$ cat src/rtl/mem_bist_pkg.sv
// mem_bist_pkg: shared types (mode, FSM state, march phase) and the expected-data pattern function
package mem_bist_pkg;
  localparam int MAX_DW = 64;
  typedef enum logic [1:0] {CLEAR, DATA_EQ_ADDR, CHECKERBOARD, MARCH} mode_e;
  typedef enum logic [2:0] {IDLE, WR_PHASE, RD_REQ, RD_WAIT, MARCH_RW, DONE} state_e;
  typedef enum logic [1:0] {PH_W0, PH_R0W1, PH_R1} phase_e;
  function automatic logic [MAX_DW-1:0] pattern(mode_e m, phase_e p, logic [31:0] a);
    logic [MAX_DW-1:0] cb;
    cb = {(MAX_DW/2){2'b01}};
    return m == CLEAR ? {MAX_DW{1'b0}} :
           m == DATA_EQ_ADDR ? MAX_DW'(a) :
           m == CHECKERBOARD ? (a[0] ? ~cb : cb) :
           {MAX_DW{p != PH_W0}};
  endfunction
endpackage

$ cat src/rtl/mem_bist_if.sv
// mem_bist_if: memory pin bundle (read, write, addr, data_in from engine; data_out from memory), master=engine, slave=memory
interface mem_bist_if #(
  parameter int ADDR_WIDTH = 5,
  parameter int DATA_WIDTH = 8
) ();
  logic                  read;
  logic                  write;
  logic [ADDR_WIDTH-1:0] addr;
  logic [DATA_WIDTH-1:0] data_in;
  logic [DATA_WIDTH-1:0] data_out;
  modport master (output read, write, addr, data_in, input data_out);
  modport slave (input read, write, addr, data_in, output data_out);
endinterface

$ cat src/rtl/mem_bist_addr_gen.sv
// mem_bist_addr_gen: loadable up/down address counter (ld/ld_val load, en step, down direction, addr/nxt value, tc terminal flag)
module mem_bist_addr_gen #(
  parameter int ADDR_WIDTH = 5
) (
  input  logic                  clk,
  input  logic                  rst_n,
  input  logic                  ld,
  input  logic                  en,
  input  logic                  down,
  input  logic [ADDR_WIDTH-1:0] ld_val,
  output logic [ADDR_WIDTH-1:0] addr,
  output logic [ADDR_WIDTH-1:0] nxt,
  output logic                  tc
);
  assign nxt = down ? addr - 1'b1 : addr + 1'b1;
  assign tc = down ? addr == '0 : &addr;
  always_ff @(posedge clk or negedge rst_n)
    if (!rst_n) addr <= '0;
    else addr <= ld ? ld_val : en ? nxt : addr;
endmodule

$ cat src/rtl/mem_bist_engine.sv
// mem_bist_engine: memory BIST (start/mode in; busy/done/pass/err_count/first_err_* status out; memory pins via mem_bist_if.master)
module mem_bist_engine
  import mem_bist_pkg::*;
#(
  parameter int ADDR_WIDTH    = 5,
  parameter int DATA_WIDTH    = 8,
  parameter int READ_LATENCY  = 1,
  parameter int ERR_CNT_WIDTH = 16
) (
  input  logic                     clk,
  input  logic                     rst_n,
  input  logic                     start,
  input  logic [1:0]               mode,
  output logic                     busy,
  output logic                     done,
  output logic                     pass,
  output logic [ERR_CNT_WIDTH-1:0] err_count,
  output logic                     first_err_valid,
  output logic [ADDR_WIDTH-1:0]    first_err_addr,
  mem_bist_if.master               mem
);
  state_e                state;
  mode_e                 mode_r;
  phase_e                phase;
  logic [1:0]            lat;
  logic [ADDR_WIDTH-1:0] addr, nxt;
  logic                  tc, ld, en, cmp, mis, rw_ph;
  logic [DATA_WIDTH-1:0] exp_rd;
  assign rw_ph = mode_r == MARCH && phase == PH_R0W1;
  assign cmp = state == RD_WAIT && lat == 2'(READ_LATENCY - 1);
  // the R0 read of the R0W1 step still expects the W0 data
  assign exp_rd = DATA_WIDTH'(pattern(mode_r, phase == PH_R0W1 ? PH_W0 : phase, 32'(addr)));
  // case-inequality so X/Z read data is flagged as a mismatch in simulation
  assign mis = mem.data_out !== exp_rd;
  assign ld = (start && (state == IDLE || state == DONE)) || (tc && (state == WR_PHASE || state == MARCH_RW));
  assign en = !tc && (state == WR_PHASE || state == MARCH_RW || (cmp && !rw_ph));
  assign mem.addr = addr;
  mem_bist_addr_gen #(.ADDR_WIDTH(ADDR_WIDTH)) u_addr_gen (
    .clk, .rst_n, .ld, .en,
    .down(phase == PH_R1),
    .ld_val({ADDR_WIDTH{state == MARCH_RW}}),
    .addr, .nxt, .tc
  );
  always_ff @(posedge clk or negedge rst_n)
    if (!rst_n) begin
      state <= IDLE;
      mode_r <= CLEAR;
      phase <= PH_W0;
      lat <= '0;
      busy <= 1'b0;
      done <= 1'b0;
      pass <= 1'b0;
      err_count <= '0;
      first_err_valid <= 1'b0;
      first_err_addr <= '0;
      mem.read <= 1'b0;
      mem.write <= 1'b0;
      mem.data_in <= '0;
    end else begin
      if (cmp && mis) begin
        err_count <= &err_count ? err_count : err_count + 1'b1;
        if (!first_err_valid) begin
          first_err_valid <= 1'b1;
          first_err_addr <= addr;
        end
      end
      case (state)
        IDLE, DONE: if (start) begin
          state <= WR_PHASE;
          mode_r <= mode_e'(mode);
          phase <= PH_W0;
          busy <= 1'b1;
          done <= 1'b0;
          pass <= 1'b0;
          err_count <= '0;
          first_err_valid <= 1'b0;
          first_err_addr <= '0;
          mem.write <= 1'b1;
          mem.data_in <= DATA_WIDTH'(pattern(mode_e'(mode), PH_W0, '0));
        end
        WR_PHASE: begin
          mem.write <= !tc;
          mem.read <= tc;
          if (tc) begin
            state <= RD_REQ;
            phase <= mode_r == MARCH ? PH_R0W1 : PH_W0;
          end else mem.data_in <= DATA_WIDTH'(pattern(mode_r, PH_W0, 32'(nxt)));
        end
        RD_REQ: begin
          mem.read <= 1'b0;
          lat <= '0;
          state <= RD_WAIT;
        end
        RD_WAIT:
          if (!cmp) lat <= lat + 1'b1;
          else if (rw_ph) begin
            state <= MARCH_RW;
            mem.write <= 1'b1;
            mem.data_in <= DATA_WIDTH'(pattern(mode_r, PH_R0W1, 32'(addr)));
          end else if (tc) begin
            state <= DONE;
            busy <= 1'b0;
            done <= 1'b1;
            pass <= !mis && err_count == '0;
          end else begin
            state <= RD_REQ;
            mem.read <= 1'b1;
          end
        MARCH_RW: begin
          mem.write <= 1'b0;
          mem.read <= 1'b1;
          state <= RD_REQ;
          if (tc) phase <= PH_R1;
        end
        default: state <= IDLE;
      endcase
    end
endmodule

$ cat src/flat_wrapper.sv
// flat-port wrapper written by rule: the top's interface ports become plain ports
module mem_bist_engine_flat import mem_bist_pkg::*;
#(
  parameter int ADDR_WIDTH    = 5,
  parameter int DATA_WIDTH    = 8,
  parameter int READ_LATENCY  = 1,
  parameter int ERR_CNT_WIDTH = 16
)
  (clk, rst_n, start, mode, busy, done, pass, err_count, first_err_valid, first_err_addr, mem_read, mem_write, mem_addr, mem_data_in, mem_data_out);
  mem_bist_if #(.ADDR_WIDTH(ADDR_WIDTH), .DATA_WIDTH(DATA_WIDTH)) mem_i ();
  input  logic clk;
  input  logic rst_n;
  input  logic start;
  input  logic [1:0] mode;
  output logic busy;
  output logic done;
  output logic pass;
  output logic [ERR_CNT_WIDTH-1:0] err_count;
  output logic first_err_valid;
  output logic [ADDR_WIDTH-1:0] first_err_addr;
  output wire logic [$bits(mem_i.read)-1:0] mem_read;
  output wire logic [$bits(mem_i.write)-1:0] mem_write;
  output wire logic [$bits(mem_i.addr)-1:0] mem_addr;
  output wire logic [$bits(mem_i.data_in)-1:0] mem_data_in;
  input wire logic [$bits(mem_i.data_out)-1:0] mem_data_out;
  assign mem_read = mem_i.read;
  assign mem_write = mem_i.write;
  assign mem_addr = mem_i.addr;
  assign mem_data_in = mem_i.data_in;
  assign mem_i.data_out = mem_data_out;
  mem_bist_engine #(.ADDR_WIDTH(ADDR_WIDTH), .DATA_WIDTH(DATA_WIDTH), .READ_LATENCY(READ_LATENCY), .ERR_CNT_WIDTH(ERR_CNT_WIDTH)) u_core (.clk(clk), .rst_n(rst_n), .start(start), .mode(mode), .busy(busy), .done(done), .pass(pass), .err_count(err_count), .first_err_valid(first_err_valid), .first_err_addr(first_err_addr), .mem(mem_i));
endmodule
$ cat config.mk
export PLATFORM = sky130hd
export DESIGN_NAME = mem_bist_engine_flat
export DESIGN_NICKNAME = d
export VERILOG_FILES = /design/src/rtl/mem_bist_pkg.sv /design/src/rtl/mem_bist_if.sv /design/src/rtl/mem_bist_addr_gen.sv /design/src/rtl/mem_bist_engine.sv /design/src/flat_wrapper.sv
export SDC_FILE = /design/constraint.sdc
export NUM_CORES = 1
export LEC_CHECK = 0
export CAP_MARGIN = 5
export CORE_UTILIZATION = 48
export CTS_CLUSTER_DIAMETER = 200
export DETAILED_ROUTE_END_ITERATION = 8
export GPL_ROUTABILITY_DRIVEN = 1
export PLACE_DENSITY = 0.76
export RECOVER_POWER = 50
export SETUP_SLACK_MARGIN = 0.15
export SLEW_MARGIN = 20
export SYNTH_ARGS = -nofsm -noshare
export SYNTH_HDL_FRONTEND = slang
export SYNTH_HIERARCHICAL = 1
export SYNTH_SLANG_ARGS = --single-unit
export TNS_END_PERCENT = 50
$ cat constraint.sdc
create_clock -name clk -period 2.4 [get_ports clk]
set_clock_uncertainty 0.05 [all_clocks]
set_input_delay 0.36 -clock clk [delete_from_list [all_inputs] [get_ports clk]]
set_output_delay 0.36 -clock clk [all_outputs]
set_load 0.05 [all_outputs]
After elaboration in Yosys (flattened, before gate mapping) --
Index checks and enable logic that the tools add are counted.
Cells by class: add/sub/neg operators 4, eq/ne operators 23, mux-type cells 69, reduce and logical (&&, ||, !) cells 40
Operator list (number):
- 2-to-1 mux 8 bit | 17
- 2-to-1 mux 16 bit | 4
- 2-to-1 mux 5 bit | 7
- case mux 8 bit (3 select lines) | 1
- 2-to-1 mux 1 bit | 21
- adder 16 x 1 -> 16 bit (second input constant) | 1
- zero test 16 bit | 1
- AND reduction 16 bit | 1
- 2-to-1 mux 3 bit | 5
- case mux 3 bit (5 select lines) | 1
- AND reduction 5 bit | 3
- AND reduction 4 bit | 3
- 2-to-1 mux 2 bit | 5
- != test 2 x 1 -> 1 bit (second input constant) | 5
- != test 2 bit (second input constant) | 5
- == test 2 bit (second input constant) | 4
- logical AND 1 bit | 8
- case inequality test 8 bit | 1
- case mux 1 bit (4 select lines) | 2
- nonzero test 2 bit | 4
- nonzero test 4 bit | 2
- 2-to-1 mux 7 bit | 1
- == test 2 x 1 -> 1 bit (second input constant) | 3
- == test 3 x 2 -> 1 bit (second input constant) | 2
- 17 further kinds | 29
Word-level totals: register bits after elaboration 49, input port bits 13, output and inout bits 40, word-level logic and storage cells 150

Longest topological paths before layout --
depth after elaboration 13, gate-level depth with buffers 10, gate-level depth less buffers 10

Hierarchy --
Netlist, hierarchy kept.
Modules (own cells, without submodules):
- mem_bist_engine | instances 1, cells each 314, area an instance 2662.6 µm², seq. area each 1076.0 µm²
- mem_bist_addr_gen | instances 1, cells each 49, area an instance 419.2 µm², seq. area each 125.1 µm²

Worst setup path before layout --
No wires, ideal clock.
path type register -> register, from register u_core.u_addr_gen.addr[0], to register u_core.u_addr_gen.addr[4], setup time 0.124 ns, arrival 2.646 ns, required time 2.226 ns, slack -0.420 ns, stages on the path, launching flop included 8, buffers on the path 1, clock period less this slack 2.820 ns, path through dfrtp_1 inv_1 o41ai_1 o21ai_0 nand2_1 clkbuf_1 nand2b_1 o31a_1
Between the ends: cells in the longest elaborated chain, start to end 5, elaborated cells on any way between the ends 13, classes of those cells add/sub (2); mux (4); reduce/logical (7)
Ends and longest elaborated chain:
- start: declaration | RTL line mem_bist_addr_gen.sv:11 | output logic [ADDR_WIDTH-1:0] addr,
- start signal: assignment | RTL line mem_bist_addr_gen.sv:19 | else addr <= ld ? ld_val : en ? nxt : addr;
- AND reduction 5 bit or zero test 5 bit (tied branches) | RTL line mem_bist_addr_gen.sv:16 | assign tc = down ? addr == '0 : &addr;
- 2-to-1 mux 1 bit * | RTL line mem_bist_addr_gen.sv:16
- net u_core.tc | RTL line mem_bist_engine.sv:27 | logic tc, ld, en, cmp, mis, rw_ph;
- logical AND 1 bit * | RTL line mem_bist_engine.sv:35 | assign ld = (start && (state == IDLE || state == DONE)) || (tc && (state == WR_PHASE || state == MARCH_RW));
- logical OR 1 bit * | RTL line mem_bist_engine.sv:35
- net u_core.ld | RTL line mem_bist_engine.sv:27
- 2-to-1 mux 5 bit or nonzero test 2 bit (tied branches)
The timed path passes the listed nets; every way through them passes the cells marked *. The select of a mux whose other input is x is not followed. A chain may end at the register's enable or synchronous reset.

Worst setup path after layout --
from register u_core.u_addr_gen.addr[0], to register u_core.err_count[15]
Between the ends: cells in the longest elaborated chain, start to end 9
Ends and longest elaborated chain:
- 2-to-1 mux 8 bit (2 in series) | RTL line mem_bist_pkg.sv:12 | m == CHECKERBOARD ? (a[0] ? ~cb : cb) :
- 2-to-1 mux 8 bit * | RTL line mem_bist_pkg.sv:11 | m == DATA_EQ_ADDR ? MAX_DW'(a) :
- 2-to-1 mux 8 bit * | RTL line mem_bist_pkg.sv:10 | return m == CLEAR ? {MAX_DW{1'b0}} :
- case inequality test 8 bit * | RTL line mem_bist_engine.sv:34 | assign mis = mem.data_out !== exp_rd;
- logical AND 1 bit * | RTL line mem_bist_engine.sv:60 | if (cmp && mis) begin
- 2-to-1 mux 16 bit * | RTL line mem_bist_engine.sv:60
- 2-to-1 mux 16 bit | RTL line mem_bist_engine.sv:68 | IDLE, DONE: if (start) begin
- 2-to-1 mux 16 bit * | RTL line mem_bist_engine.sv:67 | case (state)
- end signal: assignment | RTL line mem_bist_engine.sv:61 | err_count <= &err_count ? err_count : err_count + 1'b1;
- end: declaration | RTL line mem_bist_engine.sv:17 | output logic [ERR_CNT_WIDTH-1:0] err_count,
Mark *: on every way between the ends. The rest lies on a longest branch, timed or not.

==> flow_summary.ini <==
[run_status]
status = complete, no violations

[sta]
slew_headroom = 0.111
setup_viol_count_final = 0
fmax_mhz = 439
setup_slack_ns = 0.121
rsz0062_at_grt = true
fin_crit_ns = 2.28
min_period_over_period = 0.950
final_hold_viol_count = 0
worst_pin_slew_ns = 1.33
drv_slew = 0
fin_setup_tns_ns = 0

[cells_and_area]
finalNonFillerCells = 519
final_cell_mix = 61 x nand2_1, 41 x dfrtp_1, 35 x clkdlybuf4s50_1, 35 x buf_4, 33 x nor2_1
nFillCells = 505
layout_commonest_cell = nand2_1
layout.nets = 464
syn_to_final_growth_pct = 31.8
antenna_cells = 0
drive_gt1_frac = 0.180

[detailed_routing]
dr.pass1.iters = 4
drt_iter0_markers = 165
drc = 0
wl_met2_mm = 3.93
wl_mm = 8.05
met3_wirelength_um = 449
post_drt_wl_per_cell_um = 15.5
num_vias = 3023
drtAntennaViolNets = 0
wl_met1_mm = 3.57
via_per_inst = 5.82
top_layer_used = met4

[setup_path]
critPathKind = reg2reg
r2r-start = u_core/u_addr_gen/addr[0]
cp-end-kind = register
cp_cell_sequence = mux2_4 -> a22oi_2 -> xnor2_1 -> a221oi_2 -> buf_4 -> and2_4 -> or3_4 -> o41ai_2
start_kind = register
crit_fanout = 7
crit_start = u_core/u_addr_gen/addr[0]
crit_family = simple AND/OR/NAND/NOR gates
reg2reg_setup_slack_ns = 0.12
arrival_ns = 2.43
slowest_delay_ns = 0.53
cp_data_required_time_ns = 2.55
path_buf_inv = 1
slowest_stage = dfrtp_4

[yosys]
syn_inst = 363
synth-seq-area-share = 0.390
yosysWarnings = 6
synthFlopType = dfrtp_1
ys_seq_elements = 48
yosysUniqueCellTypes = 63
synth_area_leader_cell = dfrtp_1
syn_nets = 383
async_reset_ff_frac = 1.00
avgSynthCellArea_sq_um = 8.49
synth_edf_count = 0
syn_area_sq_um = 3080
synth_area_leaders = dfrtp_1 39%, nand2_1 7.4%, nor2_1 4.3%
synth.top_cell.area_share = 0.390

[grt]
grt_pass1_vias = 2797
grt_max_degree = 26
track_usage = 0.250
antenna_found_initial = 0
grt_pass1_wl_mm = 12.9
grt.overflow.total = 0

[clocking]
htree_levels = 2
numCtsBuffers = 5
clk_latency_ns = 0.30
cts_max_path_buffers = 2
cts_sinks = 48
cts_tree = built
cts-root-buf = clkbuf_8
ctsHoldBuffers = 0
path_clk_slew_ns = 0.09

[place]
place.gp.congestion = 0.928
place_inst = 506
portBuffers = 52
pre_cts_ws_ns = -0.205
dp_hpwl_mm = 5.89

[pwr]
irDropWorstVdd_uv = 694
power_leakage_nw = 1.77
p_per_area_nw_per_um2 = 1040

[floorplanning]
coreArea_sq_um = 6060
initial_core_util = 0.508
row_count = 28
die_w_um = 82.1
fp.dieArea_sq_um = 6740
die_h_um = 82.1
boundaryPins = 53

[min_path]
hp-class = in2async

[flow_run]
maxCapViolCount = 0
## cell usage after synthesis, types with 3 or more instances
| cell type | number |
|---|---|
| nand2_1 | 61 |
| and2_4 | 3 |
| ha_1 | 6 |
| and3_1 | 3 |
| clkbuf_1 | 11 |
| nor4_1 | 4 |
| nand4_1 | 8 |
| nor2b_1 | 3 |
| xnor2_1 | 6 |
| and2_1 | 4 |
| mux2_2 | 3 |
| o211ai_1 | 4 |
| a31oi_1 | 6 |
| a21oi_1 | 22 |
| a22oi_1 | 4 |
| mux2i_1 | 9 |
| nor2_1 | 35 |
| or4_1 | 3 |
| buf_6 | 4 |
| nand2b_1 | 8 |
| o21ai_0 | 24 |
| nand3_1 | 11 |
| o31ai_1 | 3 |
| a21o_1 | 5 |
| dfrtp_1 | 48 |
| nor3_1 | 6 |
| inv_1 | 14 |
## metal layers
metal | vias to the layer above | track usage
met5 | - | 0
met4 | 0 | 0.0614
met3 | 13 | 0.0451
met2 | 92 | 0.434
met1 | 1450 | 0.319
li1 | 1468 | -
## state kept, by name, summed over array words and instances (netlist names)
register,flops
u_core/err_count,16
u_core/mem.data_in,7
u_core/first_err_addr,5
u_core/u_addr_gen/addr,5
u_core/state,3
u_core/lat,2
u_core/mode_r,2
u_core/phase,2
u_core/busy,1
u_core/done,1
u_core/first_err_valid,1
u_core/mem.read,1
u_core/mem.write,1
u_core/pass,1
## cell families after synthesis
group	count (synthesis)	synth area share
AOI/OAI and AO/OA	94	0.207
and+or+nand+nor	163	0.258
adders and majority gates	7	0.0309
xor gates and xnor gates	7	0.0199
DFF	48	0.390
muxes	13	0.0451
buffers and inverters	31	0.0491
## area by class of cell
cell class	instances	area, sq um	area share
multi-input combinational	284	1820	0.448
sequential	48	1210	0.298
timing repair buffer	91	807	0.199
tap	75	93.8	0.0231
clock buffer	7	76.3	0.0188
inverter	14	52.6	0.0129
## power breakdown
part | internal [W] | switching, W
clock | 0.000202 | 0.000265
sequential | 0.00101 | 0.000247
combinational | 0.000954 | 0.00154
## worst paths after layout
check                                            to  cells past startpoint
max reg2reg                    u_core/err_count[15]                      8
max                            u_core/err_count[15]                      8
min in group clk              u_core/mem.data_in[3]                      1
min reg2reg                   u_core/mem.data_in[3]                      1
max in group asynchronous       u_core/err_count[7]                      2
min                        u_core/first_err_addr[1]                      1
## per-stage QoR
| stage | power [W] | instance area [sq um] | hold slack, ns | utilization |
|---|---|---|---|---|
| after floorplan | 0.00286 | 3120 | 0.0144 | - |
| after global placement | 0.00361 | 3890 | 0.329 | 0.643 |
| after detailed placement | 0.00367 | 3890 | 0.340 | 0.643 |
| after CTS | 0.00418 | 4000 | 0.0110 | 0.660 |
| after global routing | 0.00449 | 4060 | 0.412 | 0.670 |
| final | 0.00421 | 4060 | 0.286 | 0.670 |
## repair_timing
action | in CTS | in global routing
setup buffers | 2 | 4
endpoints found under the hold margin | 0 | 0
setup endpoints to repair | 17 | 38
gates resized for setup | 6 | 11
gates cloned | 0 | 0
pin swaps | 3 | 9
Note: power is estimated with default switching activity, not from simulation.
